### src/rtl/jstk_spi_responder.sv
// jstk_spi_responder
//   SPI mode-0 responder emulating the far-end joystick module. Serves a
//   5-byte frame {X lo, X hi, Y lo, Y hi, buttons} MSB first and captures
//   the LED command carried in the first MOSI byte.
//
// Ports
//   CLK, RST_N          system clock (>= 8x SCK), async active-low reset
//   CS_n, SCK, MOSI     asynchronous SPI inputs from the initiator
//   MISO, MISO_OE       SPI data out; MISO_OE high while selected
//   x_pos, y_pos        10-bit positions to serve
//   buttons             3 button bits to serve
//   pos_valid           x_pos/y_pos/buttons are live when high
//   leds                LED command from the last complete frame
//   frame_done          1-cycle pulse at the end of a complete frame
//   frame_err           1-cycle pulse on an aborted or overlong frame
//   frame_count, err_count  (only with JSTK_FRAME_COUNT_EN defined)
//
// Build option
//   JSTK_FRAME_COUNT_EN adds frame_count[15:0] (wrapping count of
//   frame_done) and err_count[7:0] (saturating count of frame_err).

module jstk_spi_responder #(
    parameter int unsigned SYNC_STAGES = 2,
    parameter int unsigned FRAME_BYTES = 5,
    parameter int unsigned DEFAULT_POS = 512
) (
    input  logic        CLK,
    input  logic        RST_N,
    input  logic        CS_n,
    input  logic        SCK,
    input  logic        MOSI,
    output logic        MISO,
    output logic        MISO_OE,
    input  logic [9:0]  x_pos,
    input  logic [9:0]  y_pos,
    input  logic [2:0]  buttons,
    input  logic        pos_valid,
    output logic [1:0]  leds,
    output logic        frame_done,
    output logic        frame_err
`ifdef JSTK_FRAME_COUNT_EN
    ,
    output logic [15:0] frame_count,
    output logic [7:0]  err_count
`endif
);

    localparam int unsigned BCW = $clog2(FRAME_BYTES + 1);

    typedef enum logic [1:0] {
        ST_IDLE,
        ST_ACTIVE,
        ST_OVER
    } state_t;

    // ------------------------------------------------------------------
    // Input synchronizers and edge detection
    // ------------------------------------------------------------------
    logic [SYNC_STAGES-1:0] cs_sync_q;
    logic [SYNC_STAGES-1:0] sck_sync_q;
    logic [SYNC_STAGES-1:0] mosi_sync_q;
    logic                   cs_prev_q;
    logic                   sck_prev_q;

    logic cs_s, sck_s, mosi_s;
    logic cs_fall, cs_rise, sck_rise, sck_fall;

    // CS_n chain resets to 0 ("selected") so that a CS_n already low at
    // reset release produces no falling edge; a fresh rise then fall is
    // needed before a frame can start. A CS_n high at release only yields
    // a rise, which is ignored in IDLE.
    always_ff @(posedge CLK or negedge RST_N) begin
        if (!RST_N) begin
            cs_sync_q   <= '0;
            sck_sync_q  <= '0;
            mosi_sync_q <= '0;
            cs_prev_q   <= 1'b0;
            sck_prev_q  <= 1'b0;
        end else begin
            cs_sync_q   <= {cs_sync_q[SYNC_STAGES-2:0], CS_n};
            sck_sync_q  <= {sck_sync_q[SYNC_STAGES-2:0], SCK};
            mosi_sync_q <= {mosi_sync_q[SYNC_STAGES-2:0], MOSI};
            cs_prev_q   <= cs_s;
            sck_prev_q  <= sck_s;
        end
    end

    assign cs_s     = cs_sync_q[SYNC_STAGES-1];
    assign sck_s    = sck_sync_q[SYNC_STAGES-1];
    assign mosi_s   = mosi_sync_q[SYNC_STAGES-1];
    assign cs_fall  = cs_prev_q & ~cs_s;
    assign cs_rise  = ~cs_prev_q & cs_s;
    assign sck_rise = ~sck_prev_q & sck_s;
    assign sck_fall = sck_prev_q & ~sck_s;

    // ------------------------------------------------------------------
    // State and datapath registers
    // ------------------------------------------------------------------
    state_t           state_q, state_d;
    logic [BCW-1:0]   byte_cnt_q, byte_cnt_d;
    logic [2:0]       bit_cnt_q, bit_cnt_d;
    logic [7:0]       tx_shift_q, tx_shift_d;
    logic [6:0]       rx_shift_q, rx_shift_d;
    logic             cmd_set_q, cmd_set_d;
    logic [1:0]       cmd_leds_q, cmd_leds_d;
    logic [9:0]       snap_x_q, snap_x_d;
    logic [9:0]       snap_y_q, snap_y_d;
    logic [2:0]       snap_btn_q, snap_btn_d;
    logic [1:0]       leds_q, leds_d;
    logic             done_q, done_d;
    logic             err_q, err_d;
`ifdef JSTK_FRAME_COUNT_EN
    logic [15:0]      frame_cnt_q, frame_cnt_d;
    logic [7:0]       err_cnt_q, err_cnt_d;
`endif

    // Byte served at frame position idx; positions past the frame are 0.
    function automatic logic [7:0] tx_byte(input int unsigned idx,
                                           input logic [9:0]  x,
                                           input logic [9:0]  y,
                                           input logic [2:0]  b);
        logic [7:0] r;
        case (idx)
            0:       r = x[7:0];
            1:       r = {6'b0, x[9:8]};
            2:       r = y[7:0];
            3:       r = {6'b0, y[9:8]};
            4:       r = {5'b0, b};
            default: r = 8'h00;
        endcase
        return r;
    endfunction

    // State register
    always_ff @(posedge CLK or negedge RST_N) begin
        if (!RST_N) begin
            state_q <= ST_IDLE;
        end else begin
            state_q <= state_d;
        end
    end

    // Datapath registers
    always_ff @(posedge CLK or negedge RST_N) begin
        if (!RST_N) begin
            byte_cnt_q <= '0;
            bit_cnt_q  <= '0;
            tx_shift_q <= '0;
            rx_shift_q <= '0;
            cmd_set_q  <= 1'b0;
            cmd_leds_q <= '0;
            snap_x_q   <= 10'(DEFAULT_POS);
            snap_y_q   <= 10'(DEFAULT_POS);
            snap_btn_q <= '0;
            leds_q     <= '0;
            done_q     <= 1'b0;
            err_q      <= 1'b0;
`ifdef JSTK_FRAME_COUNT_EN
            frame_cnt_q <= '0;
            err_cnt_q   <= '0;
`endif
        end else begin
            byte_cnt_q <= byte_cnt_d;
            bit_cnt_q  <= bit_cnt_d;
            tx_shift_q <= tx_shift_d;
            rx_shift_q <= rx_shift_d;
            cmd_set_q  <= cmd_set_d;
            cmd_leds_q <= cmd_leds_d;
            snap_x_q   <= snap_x_d;
            snap_y_q   <= snap_y_d;
            snap_btn_q <= snap_btn_d;
            leds_q     <= leds_d;
            done_q     <= done_d;
            err_q      <= err_d;
`ifdef JSTK_FRAME_COUNT_EN
            frame_cnt_q <= frame_cnt_d;
            err_cnt_q   <= err_cnt_d;
`endif
        end
    end

    // Next-state logic
    always_comb begin
        state_d    = state_q;
        byte_cnt_d = byte_cnt_q;
        bit_cnt_d  = bit_cnt_q;
        tx_shift_d = tx_shift_q;
        rx_shift_d = rx_shift_q;
        cmd_set_d  = cmd_set_q;
        cmd_leds_d = cmd_leds_q;
        snap_x_d   = snap_x_q;
        snap_y_d   = snap_y_q;
        snap_btn_d = snap_btn_q;
        leds_d     = leds_q;
        done_d     = 1'b0;
        err_d      = 1'b0;

        // Snapshot tracks the inputs only while idle, so a frame is coherent.
        if (state_q == ST_IDLE && pos_valid) begin
            snap_x_d   = x_pos;
            snap_y_d   = y_pos;
            snap_btn_d = buttons;
        end

        case (state_q)
            ST_IDLE: begin
                if (cs_fall) begin
                    state_d    = ST_ACTIVE;
                    byte_cnt_d = '0;
                    bit_cnt_d  = '0;
                    cmd_set_d  = 1'b0;
                    // B0 built from the value being latched this cycle so
                    // that B0 and later bytes come from the same snapshot.
                    tx_shift_d = tx_byte(0, snap_x_d, snap_y_d, snap_btn_d);
                end
            end

            ST_ACTIVE, ST_OVER: begin
                if (cs_rise) begin
                    // CS_n rise takes priority over any coincident SCK edge.
                    state_d = ST_IDLE;
                    if (state_q == ST_ACTIVE &&
                        byte_cnt_q == BCW'(FRAME_BYTES) && bit_cnt_q == 3'd0) begin
                        done_d = 1'b1;
                        if (cmd_set_q) begin
                            leds_d = cmd_leds_q;
                        end
                    end else begin
                        err_d = 1'b1;
                    end
                end else if (state_q == ST_ACTIVE) begin
                    if (sck_rise) begin
                        if (byte_cnt_q == BCW'(FRAME_BYTES)) begin
                            state_d = ST_OVER;
                        end else begin
                            rx_shift_d = {rx_shift_q[5:0], mosi_s};
                            bit_cnt_d  = bit_cnt_q + 3'd1;
                            if (bit_cnt_q == 3'd7) begin
                                byte_cnt_d = byte_cnt_q + BCW'(1);
                                if (byte_cnt_q == '0) begin
                                    // Only bit 7 and bits [1:0] of the command matter.
                                    cmd_set_d  = rx_shift_q[6];
                                    cmd_leds_d = {rx_shift_q[0], mosi_s};
                                end
                            end
                        end
                    end else if (sck_fall) begin
                        if (bit_cnt_q == 3'd0 && byte_cnt_q != '0) begin
                            tx_shift_d = tx_byte(32'(byte_cnt_q), snap_x_q,
                                                 snap_y_q, snap_btn_q);
                        end else begin
                            tx_shift_d = {tx_shift_q[6:0], 1'b0};
                        end
                    end
                end
            end

            default: state_d = ST_IDLE;
        endcase
    end

`ifdef JSTK_FRAME_COUNT_EN
    always_comb begin
        frame_cnt_d = frame_cnt_q;
        err_cnt_d   = err_cnt_q;
        if (done_d) begin
            frame_cnt_d = frame_cnt_q + 16'd1;
        end
        if (err_d && err_cnt_q != 8'hFF) begin
            err_cnt_d = err_cnt_q + 8'd1;
        end
    end

    assign frame_count = frame_cnt_q;
    assign err_count   = err_cnt_q;
`endif

    // Output logic
    always_comb begin
        MISO    = (state_q == ST_ACTIVE) ? tx_shift_q[7] : 1'b0;
        MISO_OE = (state_q != ST_IDLE);
    end

    assign leds       = leds_q;
    assign frame_done = done_q;
    assign frame_err  = err_q;

endmodule

### config.mk
export PLATFORM = sky130hd
export DESIGN_NAME = jstk_spi_responder
export DESIGN_NICKNAME = d
export VERILOG_FILES = /design/src/rtl/jstk_spi_responder.sv
export SDC_FILE = /design/constraint.sdc
export NUM_CORES = 1
export LEC_CHECK = 0
export ABC_AREA = 1
export BUFFER_PORTS_ARGS = -buffer_cell sky130_fd_sc_hd__buf_2
export CAP_MARGIN = 20
export CORE_ASPECT_RATIO = 0.75
export CORE_UTILIZATION = 52
export CTS_CLUSTER_SIZE = 16
export DETAILED_ROUTE_END_ITERATION = 8
export PLACE_DENSITY = 0.75
export SLEW_MARGIN = 20
export SYNTH_ARGS = -nofsm -noshare
export SYNTH_HDL_FRONTEND = slang
export SYNTH_SLANG_ARGS = --single-unit
export TNS_END_PERCENT = 1
### constraint.sdc
create_clock -name CLK -period 1.73 [get_ports CLK]
set_clock_uncertainty 0.05 [all_clocks]
set_input_delay 0.2595 -clock CLK [delete_from_list [all_inputs] [get_ports CLK]]
set_output_delay 0.2595 -clock CLK [all_outputs]
set_load 0.05 [all_outputs]
-- Word level (Yosys, flattened, before mapping)
Cells that the tools add are included.
- $add $sub $neg: 2
- multipliers: 0
- div/mod/pow operators: 0
- $lt $le $gt $ge: 0
- equal/unequal tests: 20
- shifts and indexed selects: 0
- multiplexer cells: 42
- bitwise operators: 10
- reduce and logical (&&, ||, !) cells: 19
- operators by type and width (operator ; number):
    2-to-1 mux 8 bit ; 7
    case mux 8 bit (5 select lines) ; 1
    2-to-1 mux 3 bit ; 10
    != test 2 bit, second input constant ; 9
    case mux 8 bit (2 select lines) ; 1
    2-to-1 mux 1 bit ; 14
    AND reduction 7 bit ; 2
    case mux 3 bit (2 select lines) ; 2
    AND reduction 6 bit ; 2
    2-to-1 mux 2 bit ; 5
    equality test 3 bit, second input constant ; 3
    != test 3 bit, second input constant ; 3
    AND reduction 4 bit ; 2
    AND reduction 8 bit ; 1
    adder 3 x 1 -> 3 bit, second input constant ; 2
    equality test 3 x 2 -> 1 bit, second input constant ; 2
    zero test 3 bit ; 2
    NOT 1 bit ; 6
    AND reduction 5 bit ; 1
    AND 1 bit ; 4
    logical AND 1 bit ; 4
    case mux 2 bit (2 select lines) ; 1
    nonzero test 2 bit ; 2
    equality test 3 x 1 -> 1 bit, second input constant ; 1
    other kinds (6) ; 6
- register bits after elaboration: 61
- bits in latches: 0
- memory bits (writable): 0
- memory bits (read-only): 0
- output and inout bits: 6
- word-level logic and storage cells: 112
- memories kept: 0

-- Logic depth before layout (Yosys ltp)
Gate-level depths: netlist of the first run.
- word-level depth: 8
- depth in mapped cells: 11
- mapped depth without buffers: 10

-- Least setup slack after synthesis of the first run
OpenSTA, ideal clock, no wires.
- path type: reg2reg
- from: reg state_q[0]
- to: reg byte_cnt_q[0]
- arrival time: 1462 ps
- data required time: 1558 ps
- path slack: 96 ps
- cell stages (with the launch flop): 10
- buffers on the path: 1
- clock period less this slack: 1634 ps
- cells stage by stage: dfrtp_1 -> inv_1 -> ha_1 -> buf_6 -> nand2_1 -> nand2_1 -> a21oi_1 -> nand2_1 -> nand2_1 -> o21ai_1
- longest elaborated chain between the ends: 4
- elaborated cells on any way between the ends: 13
- ends and longest elaborated chain (what ; RTL line ; text):
    start, declared ; 99 ; state_t state_q, state_d;
    start signal, assigned ; 139 ; state_q <= state_d;
    equality test 2 x 1 -> 1 bit or equality test 2 bit (tied branches) ; 205, 231 ;
    OR reduction 2 bit ; 205 ; case (state_q)
    != test 2 bit (no line) or nonzero test 2 bit (tied branches) ; - ;
    AND reduction 7 bit (no line) ; - ;
    end signal, assigned ; 163 ; byte_cnt_q <= byte_cnt_d;
    end, declared ; 100 ; logic [BCW-1:0] byte_cnt_q, byte_cnt_d;
Parallel ways exist; a longest one is shown, timed or not.
A chain may end at the register's enable or synchronous reset.

-- Final worst setup path of the first run
- from: reg state_q[1]
- to: out MISO
- longest elaborated chain between the ends: 2
- ends and longest elaborated chain (what ; RTL line ; text):
    equality test 2 x 1 -> 1 bit ; 280 ; MISO = (state_q == ST_ACTIVE) ? tx_shift_q[7] : 1'b0;
    2-to-1 mux 1 bit ; 280 ;
    end, declared ; 32 ; output logic MISO,
Every way passes these cells.

==> results of run 1 <==
[per-stage QoR]
step,TNS [ns],cell area (um2),setup WS [ns]
3_5_place_dp,-0.341,3300,-0.0543
4_1_cts,-0.0196,3600,-0.0196
6_report,0,3650,0.0215
5_1_grt,-0.0972,3650,-0.0404
3_3_place_gp,0,3300,0.0206
2_1_floorplan,0,3010,0.0960
[power breakdown]
group / leakage, nW / internal, mW / total (mW) / switching (mW)
clock: 0.0954 / 0.668 / 1.27 / 0.597
sequential: 0.753 / 1.98 / 2.31 / 0.330
combinational: 0.983 / 1.38 / 3.45 / 2.07
[cell usage in the layout (no fill, tap or decap), types with 10 or more instances in the layout]
cell type / n
buf_2: 32
dfrtp_1: 58
nor2_1: 29
mux2_2: 12
o21ai_0: 18
inv_1: 24
nand2_1: 102
nand3_1: 22
ha_1: 10
buf_4: 17
a21oi_1: 11
[per-layer routing]
metal	routed length, um	vias to the layer above
met4	56	0
met5	0	-
met3	251	7
met2	3090	50
li1	-	1200
met1	3050	1133
[kinds of logic after synthesis]
kind of cell | synth area share
compound gates | 0.0731
buf+inv | 0.0652
fa+ha+maj | 0.0540
mux | 0.0449
simple gates | 0.255
flops | 0.507
[worst paths after layout]
kind,depth (start not counted),end,slack (ns),from
setup / recovery,6,MISO,0.02,state_q[1]$_DFFE_PN0P_
min in group asynchronous,2,snap_y_q[5]$_DFFE_PN0P_,0.18,RST_N
hold reg to reg,0,sck_sync_q[1]$_DFF_PN0_,0.30,sck_sync_q[0]$_DFF_PN0_
max in group asynchronous,3,snap_x_q[9]$_DFFE_PN1P_,0.81,RST_N
setup reg to reg,7,bit_cnt_q[2]$_DFFE_PN0P_,0.09,state_q[0]$_DFFE_PN0P_
hold / removal,2,snap_y_q[6]$_DFFE_PN0P_,0.1,y_pos[6]
[cell type report]
| cell class | count | area, um2 |
|---|---|---|
| multi-input combinational | 241 | 1360 |
| inverter | 31 | 121 |
| tap | 75 | 93.8 |
| sequential | 61 | 1530 |
| clock buffer | 9 | 124 |
| fill | 439 | 1810 |
| clock inverter | 7 | 76.3 |
| timing repair buffer | 55 | 350 |
[cell usage after synthesis, drive strengths merged]
master,instances,area [um2]
a31oi,1,6.26
ha,13,163
dfrtp,59,1480
nor3b,1,12.5
nand3,23,128
or2,1,6.26
nand3b,2,27.5
a21oi,11,55.1
o21ai,28,144
clkbuf,2,7.51
inv,31,119
a21boi,1,7.51
buf,8,70.1
nor2,35,154
nand4,1,6.26
nand2,110,435
dfstp,2,52.6
o21bai,1,7.51
mux2,12,135
[state kept, by name (all words and copies together), names as in the netlist, 2 cells and up]
name         flops
tx_shift_q       8
snap_y_q        10
snap_btn_q       3
bit_cnt_q        3
snap_x_q        10
byte_cnt_q       3
mosi_sync_q      2
sck_sync_q       2
state_q          2
cmd_leds_q       2
cs_sync_q        2
rx_shift_q       7
leds             2
[critical path, cell delays in order, from the launching register on]
cell and delay, ns:
dfrtp_1 0.40, inv_2 0.12, ha_4 0.18, buf_6 0.10, nand2_2 0.04, inv_1 0.06, buf_6 0.15
[what timing repair did]
item | in CTS | in global routing
setup buffers | 0 | 4
setup endpoints to repair | 15 | 21
endpoints found under the hold margin | 62 | 0
hold buffers | 4 | 0
gates cloned | 1 | 0
pin swaps | 1 | 4
resized for setup | 12 | 11
==> results by group, run 1 <==
Clock tree
  • TritonCTS clock tree: built
  • CTS sink count: 61
  • Root buf cell: clkbuf_8
  • Clk_lat worst skew: 0.34 ns
  • Htree depth: 3
  • Clock Path Buffers: 2
  • Total CTS buffers: 9
  • Clock transition at path regs: 0.07 ns

Route
  • Routed len/inst: 13.5 um
  • WL final: 6.45 mm
  • TritonRoute pass-1 iters: 4
  • DRC: 0
  • Initial DRC Count: 179
  • Vias/cell: 4.99
  • ANT nets after route: 0
  • Via count: 2,390

GRT
  • Met3 GRT Util: 0.0611
  • Vias in the first global route: 2,259
  • Met2 Use GR: 0.395
  • First-pass GRT wire length: 10.7 mm
  • Overall routing resource usage: 0.233
  • Initial antenna violation count: 0
  • Largest net degree at the start of global routing: 36
  • Grt peak-use layer: met2
  • Met1 usage: 0.294
  • GRT Residual Overflow: 0

Power
  • Total power: 7.03 mW
  • Pwr Density: 1920 nW/um2
  • Peak VDD IR: 1.07 mV
  • Leakage power figure: 1.83 nW

STA
  • Slew headroom: 0.703
  • Period utilization: 0.988
  • Slew at the pin closest to its max-slew limit: 0.446 ns
  • Max Clk Rate: 585 MHz
  • Hold Vio Cnt, Final: 0
  • WHS: 0.0961 ns
  • RSZ-0062 raised after global routing: yes
  • Max Slew Vio Count: 0
  • Final setup viols: 0
  • Crit path time final: 1.71 ns

Worst setup path
  • Critical path required time: 1.42 ns
  • Arrival @ worst endpoint: 1.40 ns
  • Peak fanout along the critical path: 5
  • CP Capture Type: primary output
  • CP Launch Type: flip-flop
  • Setup CP Type: reg2out

Finish
  • Diode count: 0
  • Final Non-Filler Cells: 479
  • P&R area growth vs syn: 21.3%
  • Final core utilization: 0.668
  • Layout cell share with drive strength beyond 1: 0.280
  • Nets: 441

Logic synthesis
  • Seq/Total Area, Yosys: 0.507
  • Net Count, Synth: 384
  • Mean Syn Cell Area: 8.81 um2
  • Yosys reg bits: 61
  • Mapped cell area: 3010 um2
  • Number of library cell types mapped by synthesis: 31
  • Mapped Cells: 342
  • Number of synthesis warnings: 0

Place
  • Buffers added on ports: 34
  • Placed cells: 454
  • DP Wirelength: 4.39 mm
  • RePlAce Congestion: 0.878

Floorplan
  • Die width: 89.9 um
  • Core ar.: 5470 um2
  • Die height: 67.9 um
  • I/O pin total: 35
  • Site Rows: 23
  • Die ar.: 6110 um2
  • Initial core utilization: 0.551

Run
  • Max-cap viol count: 0

Run status
  • Status: finished clean

Hold path
  • Hold/Removal Path Class: in2reg
No activity file was read; power rests on OpenSTA's default activity.
==> run 2: changes to the inputs <==
MAX_ROUTING_LAYER = met4   (was unset)
==> run 2 against run 1 <==
Against the previous run: non-clock buffer count stayed put; hold slack about the same; cell count is the same; total power is essentially flat; maximum frequency up 0.12%; worst setup slack gained 0.0021 ns; clock-buffer cell count did not move; design area did not move; sequential power about the same; flip-flop and latch count stayed put; sequential share of layout area is the same; via count up 0.63%.
==> results by group, run 2 (same netlist as run 1, synthesis figures left out) <==
GRT
  • Vias in the first global route: 2,261
  • GRT Residual Overflow: 0
  • First-pass GRT wire length: 10.8 mm
  • Overall routing resource usage: 0.241
  • Initial antenna violation count: 0
  • Largest net degree at the start of global routing: 36

Worst setup path
  • CP max-delay cell: dfrtp_1
  • Reg2reg start: state_q[0]$_DFFE_PN0P_
  • Setup CP Type: reg2out
  • CP Capture Type: primary output
  • Reg2Reg Depth: 7
  • Worst Path Buf+Inv: 4
  • R2r endpoint: bit_cnt_q[2]$_DFFE_PN0P_
  • Worst path max stage delay: 0.40 ns
  • Crit. path cell count: 6
  • Peak fanout along the critical path: 5
  • Reg-to-reg slack, setup: 0.09 ns
  • Crit. Startpoint: state_q[1]$_DFFE_PN0P_
  • Cell mode on critical path: buf_6
  • Arrival @ worst endpoint: 1.40 ns
  • CP Launch Type: flip-flop
  • Crit path max-delay family: buffers and inverters
  • Critical path required time: 1.42 ns
  • Critical path destination: MISO
  • Crit-path cells: inv_2 -> ha_4 -> buf_6 -> nand2_2 -> inv_1 -> buf_6

Power
  • Total power: 7.03 mW
  • Peak VDD IR: 1.07 mV
  • Pwr Density: 1920 nW/um2
  • Leakage power figure: 1.83 nW

STA
  • Crit path time final: 1.71 ns
  • WHS: 0.0958 ns
  • Hold Vio Cnt, Final: 0
  • Max Slew Vio Count: 0
  • Period utilization: 0.986
  • Final setup viols: 0
  • RSZ-0062 raised after global routing: yes
  • Slew at the pin closest to its max-slew limit: 0.455 ns
  • Setup TNS: 0 ns
  • Slew headroom: 0.696
  • Max Clk Rate: 586 MHz

Route
  • ANT nets after route: 0
  • Initial DRC Count: 166
  • Routed len/inst: 13.5 um
  • Via count: 2,405
  • Vias/cell: 5.02
  • DRC: 0
  • TritonRoute pass-1 iters: 4
  • WL final: 6.46 mm

Floorplan
  • I/O pin total: 35
  • Die ar.: 6110 um2
  • Core ar.: 5470 um2
  • Die height: 67.9 um
  • Site Rows: 23
  • Die width: 89.9 um
  • Initial core utilization: 0.551

Clock tree
  • Total CTS buffers: 9
  • Root buf cell: clkbuf_8
  • CTS sink count: 61
  • Clock transition at path regs: 0.07 ns
  • Htree depth: 3
  • TritonCTS clock tree: built
  • Clock Path Buffers: 2
  • Clk_lat worst skew: 0.34 ns

Hold path
  • Hold/Removal Path Class: in2reg

Finish
  • P&R area growth vs syn: 21.3%
  • Commonest non-fill, non-tap cell in the layout: nand2_1
  • Largest registers: snap_x_q (10), snap_y_q (10), tx_shift_q (8)
  • Diode count: 0
  • Final Non-Filler Cells: 479
  • Commonest non-fill, non-tap cells in the layout: nand2_1, dfrtp_1, buf_2, nor2_1, inv_1
  • Nets: 441
  • Fillers: 439
  • Layout cell share with drive strength beyond 1: 0.280
  • Final core utilization: 0.668

Place
  • Buffers added on ports: 34
  • DP Wirelength: 4.39 mm
  • Placed cells: 454
  • RePlAce Congestion: 0.893

Run
  • Max-cap viol count: 0

Run status
  • Status: finished clean
-- run 2: what timing repair did --
item / 4_1_cts / 5_1_grt
gates resized for setup: 12 / 11
hold buffers: 4 / 0
hold endpoints to repair: 62 / 0
buffers inserted: 0 / 4
pin swaps: 1 / 4
setup endpoints to repair: 15 / 21
gates cloned: 1 / 0
-- run 2: power breakdown --
group          internal (mW)  total, mW  switching [mW]
Clock                  0.668       1.26           0.596
Sequential              1.98       2.31           0.330
Combinational           1.38       3.46            2.08
-- run 2: worst min path at each step --
stage / startpoint / to / slack (ns) / cells after the start
global route: buttons[0] / snap_btn_q[0]$_DFFE_PN0P_ / 0.08 / 2
global placement: RST_N / snap_y_q[5]$_DFFE_PN0P_ / 0.002 / 1
detailed placement: RST_N / snap_y_q[5]$_DFFE_PN0P_ / 0.002 / 1
CTS: buttons[1] / snap_btn_q[1]$_DFFE_PN0P_ / 0.08 / 2
finish: y_pos[6] / snap_y_q[6]$_DFFE_PN0P_ / 0.1 / 2
floorplan: RST_N / bit_cnt_q[0]$_DFFE_PN0P_ / -0.09 / 0
-- run 2: per-stage QoR --
stage | setup WS (ns) | area (um2)
6_report | 0.0236 | 3650
3_5_place_dp | -0.0543 | 3300
4_1_cts | -0.0196 | 3600
2_1_floorplan | 0.0960 | 3010
5_1_grt | -0.0407 | 3650
3_3_place_gp | 0.0206 | 3300
-- run 2: worst register-to-register path: cells and delay by family, from the launching register on --
| kind | cells | cell delay [ns] |
|---|---|---|
| AO/OA/AOI/OAI | 2 | 0.40 |
| buffers and inverters | 3 | 0.37 |
| adder cells (fa/ha/maj) | 1 | 0.20 |
| flip-flops | 1 | 0.42 |
| AND/OR/NAND/NOR | 1 | 0.10 |
-- run 2: cell type report --
| class | count | area (um2) | area share |
|---|---|---|---|
| multi-input combinational | 241 | 1360 | 0.372 |
| inverter | 31 | 121 | 0.0332 |
| tap | 75 | 93.8 | 0.0257 |
| timing repair buffer | 55 | 350 | 0.0959 |
| clock buffer | 9 | 124 | 0.0339 |
| clock inverter | 7 | 76.3 | 0.0209 |
| sequential | 61 | 1530 | 0.419 |
-- run 2: layer usage --
metal | GRT usage | part of all wire | vias to the layer above
met4 | 0.0907 | 0.011 | 0
li1 | - | - | 1201
met2 | 0.394 | 0.47 | 46
met3 | 0.0611 | 0.036 | 8
met1 | 0.297 | 0.48 | 1150
met5 | - | 0 | -
==> run 3: changes to the inputs <==
CORE_UTILIZATION = 54   (was 52)
CTS_BUF_LIST = sky130_fd_sc_hd__clkbuf_2   (was unset)
PLACE_DENSITY = 0.78   (was 0.75)
==> run 3 against run 2 <==
Against the previous run: the run now ends with negative setup slack left; combinational power rose by 10%; clock-buffer cell count stayed put; flip-flop and latch count unchanged; cell count rose by 5.4%; maximum frequency fell by 4.9%; clock power is 24% lower; utilization rose by 6.1 points; non-clock buffer count is 26 higher; global-route usage grew 2.0 points; first-iteration DRC count is 36% higher; total power increased by 0.74%; via count grew 9.7%.
==> results by group, run 3 (same netlist as run 1, synthesis figures left out) <==
Run status
  • Status: complete, but fails checks
  • Failing checks: negative setup slack

Worst setup path
  • Reg-to-reg slack, setup: -0.06 ns
  • Setup CP Type: reg2reg
  • Reg2reg start: state_q[1]$_DFFE_PN0P_
  • Reg2Reg Depth: 8
  • Critical path required time: 2.06 ns
  • Peak fanout along the critical path: 14
  • R2r endpoint: rx_shift_q[6]$_DFFE_PN0P_
  • CP Launch Type: flip-flop
  • Arrival @ worst endpoint: 2.12 ns
  • CP Capture Type: flip-flop

STA
  • Crit path time final: 1.79 ns
  • Slew at the pin closest to its max-slew limit: 0.443 ns
  • Period utilization: 1.04
  • Max Slew Vio Count: 0
  • Final setup viols: 7
  • Setup TNS: -0.268 ns
  • Hold Vio Cnt, Final: 0
  • Max Clk Rate: 557 MHz
  • RSZ-0062 raised after global routing: yes
  • Slew headroom: 0.705
  • Worst setup margin: -0.0644 ns

Route
  • WL final: 7.23 mm
  • TritonRoute pass-1 iters: 5
  • Via count: 2,638
  • Vias/cell: 5.22
  • Initial DRC Count: 226
  • ANT nets after route: 0
  • Routed len/inst: 14.3 um
  • DRC: 0

Hold path
  • Hold/Removal Path Class: in2reg
  • Hold path cells: 3
  • Worst Hold End: snap_x_q[7]$_DFF_PN0_
  • Hold Path Origin: pos_valid

Power
  • Cell internal pwr: 3.97 mW
  • Pwr Density: 1810 nW/um2
  • Leakage power figure: 1.95 nW
  • Switch share: 0.439
  • Total power: 7.08 mW
  • Comb pwr share: 0.539
  • Seq pwr share: 0.325
  • Net switching power: 3.11 mW
  • Peak VDD IR: 0.856 mV
  • Clock power frac: 0.136

Run
  • Max-cap viol count: 0

Finish
  • Reg area: 1530 um2
  • Layout cell share with drive strength beyond 1: 0.263
  • Fillers: 395
  • Multi-input gate area: 1390 um2
  • Nets: 467
  • Commonest non-fill, non-tap cell in the layout: nand2_1
  • P&R area growth vs syn: 29.7%
  • Diode count: 0
  • Largest registers: snap_x_q (10), snap_y_q (10), tx_shift_q (8)
  • Final core utilization: 0.730
  • Commonest non-fill, non-tap cells in the layout: nand2_1, dfrtp_1, buf_2, nor2_1, dlygate4sd3_1

GRT
  • GRT Residual Overflow: 0
  • Vias in the first global route: 2,390
  • First-pass GRT wire length: 10.9 mm
  • Initial antenna violation count: 0
  • Largest net degree at the start of global routing: 36
  • Overall routing resource usage: 0.261

Clock tree
  • Root buf cell: clkbuf_2
  • TritonCTS clock tree: built
  • Htree depth: 3
  • Clock transition at path regs: 0.16 ns
  • Total CTS buffers: 9
  • Clk_lat worst skew: 0.51 ns
  • Clock Path Buffers: 2
  • CTS sink count: 61

Floorplan
  • Die height: 66.7 um
  • Die width: 88.3 um
  • Site Rows: 23
  • Initial core utilization: 0.563
  • I/O pin total: 35
  • Die ar.: 5890 um2
  • Core ar.: 5350 um2

Place
  • DP Wirelength: 4.28 mm
  • Setup WS pre-CTS: -0.0514 ns
  • Buffers added on ports: 34
  • RePlAce Congestion: 0.870
## run 3: metrics by stage
stage               hold WS, ns  instances  area [um2]
floorplan               -0.0861        342        3010
CTS                      0.0564        501        3800
detailed placement        0.232        453        3300
finish                   0.0996        505        3910
global placement          0.235        453        3300
global route             0.0581        505        3910
## run 3: power by group through the flow
stage          Combinational, mW  Sequential, mW  Clock, mW
2_1_floorplan               2.39            2.22          0
3_3_place_gp                2.97            2.29          0
3_5_place_dp                3.06            2.31          0
4_1_cts                     3.36            2.29      0.978
5_1_grt                     4.16            2.36       1.04
6_report                    3.82            2.30      0.961
## run 3: how the worst max path moves through the flow
stage	cells past startpoint	startpoint	to	slack (ns)
3_5_place_dp	9	state_q[1]$_DFFE_PN0P_	tx_shift_q[6]$_DFFE_PN0P_	-0.05
4_1_cts	5	state_q[1]$_DFFE_PN0P_	MISO_OE	-0.04
6_report	8	state_q[1]$_DFFE_PN0P_	rx_shift_q[6]$_DFFE_PN0P_	-0.06
2_1_floorplan	9	state_q[0]$_DFFE_PN0P_	byte_cnt_q[0]$_DFFE_PN0P_	0.1
5_1_grt	8	state_q[1]$_DFFE_PN0P_	rx_shift_q[6]$_DFFE_PN0P_	-0.14
3_3_place_gp	10	byte_cnt_q[0]$_DFFE_PN0P_	tx_shift_q[6]$_DFFE_PN0P_	0.03
## run 3: timing repair
item | in CTS | in global routing
setup buffers | 6 | 3
cloned | 0 | 1
resized for setup | 15 | 18
pin swaps | 1 | 3
endpoints found under the hold margin | 85 | 0
hold buffers | 27 | 0
setup endpoints to repair | 24 | 39
## run 3: per-layer routing
layer	up-vias	wire length [um]	global-route usage
met5	-	0	-
li1	1254	-	-
met1	1262	3220	0.319
met4	0	187	0.0887
met3	24	430	0.102
met2	98	3390	0.397
## run 3: critical path, stage by stage (launching register included)
cell	delay [ns]
dfrtp_1	0.39
inv_2	0.08
buf_12	0.13
ha_4	0.32
buf_6	0.16
nand4_1	0.15
buf_6	0.19
nand2_1	0.09
o21ai_0	0.12
## run 3: layout make-up
| type | count | area share |
|---|---|---|
| flip-flops and latches | 61 | 0.391 |
| inverters | 31 | 0.0317 |
| clock inverters | 7 | 0.0205 |
| clock buffers | 9 | 0.0115 |
| well taps | 75 | 0.0240 |
| multi-input cells | 241 | 0.355 |
| repair buffers | 81 | 0.166 |
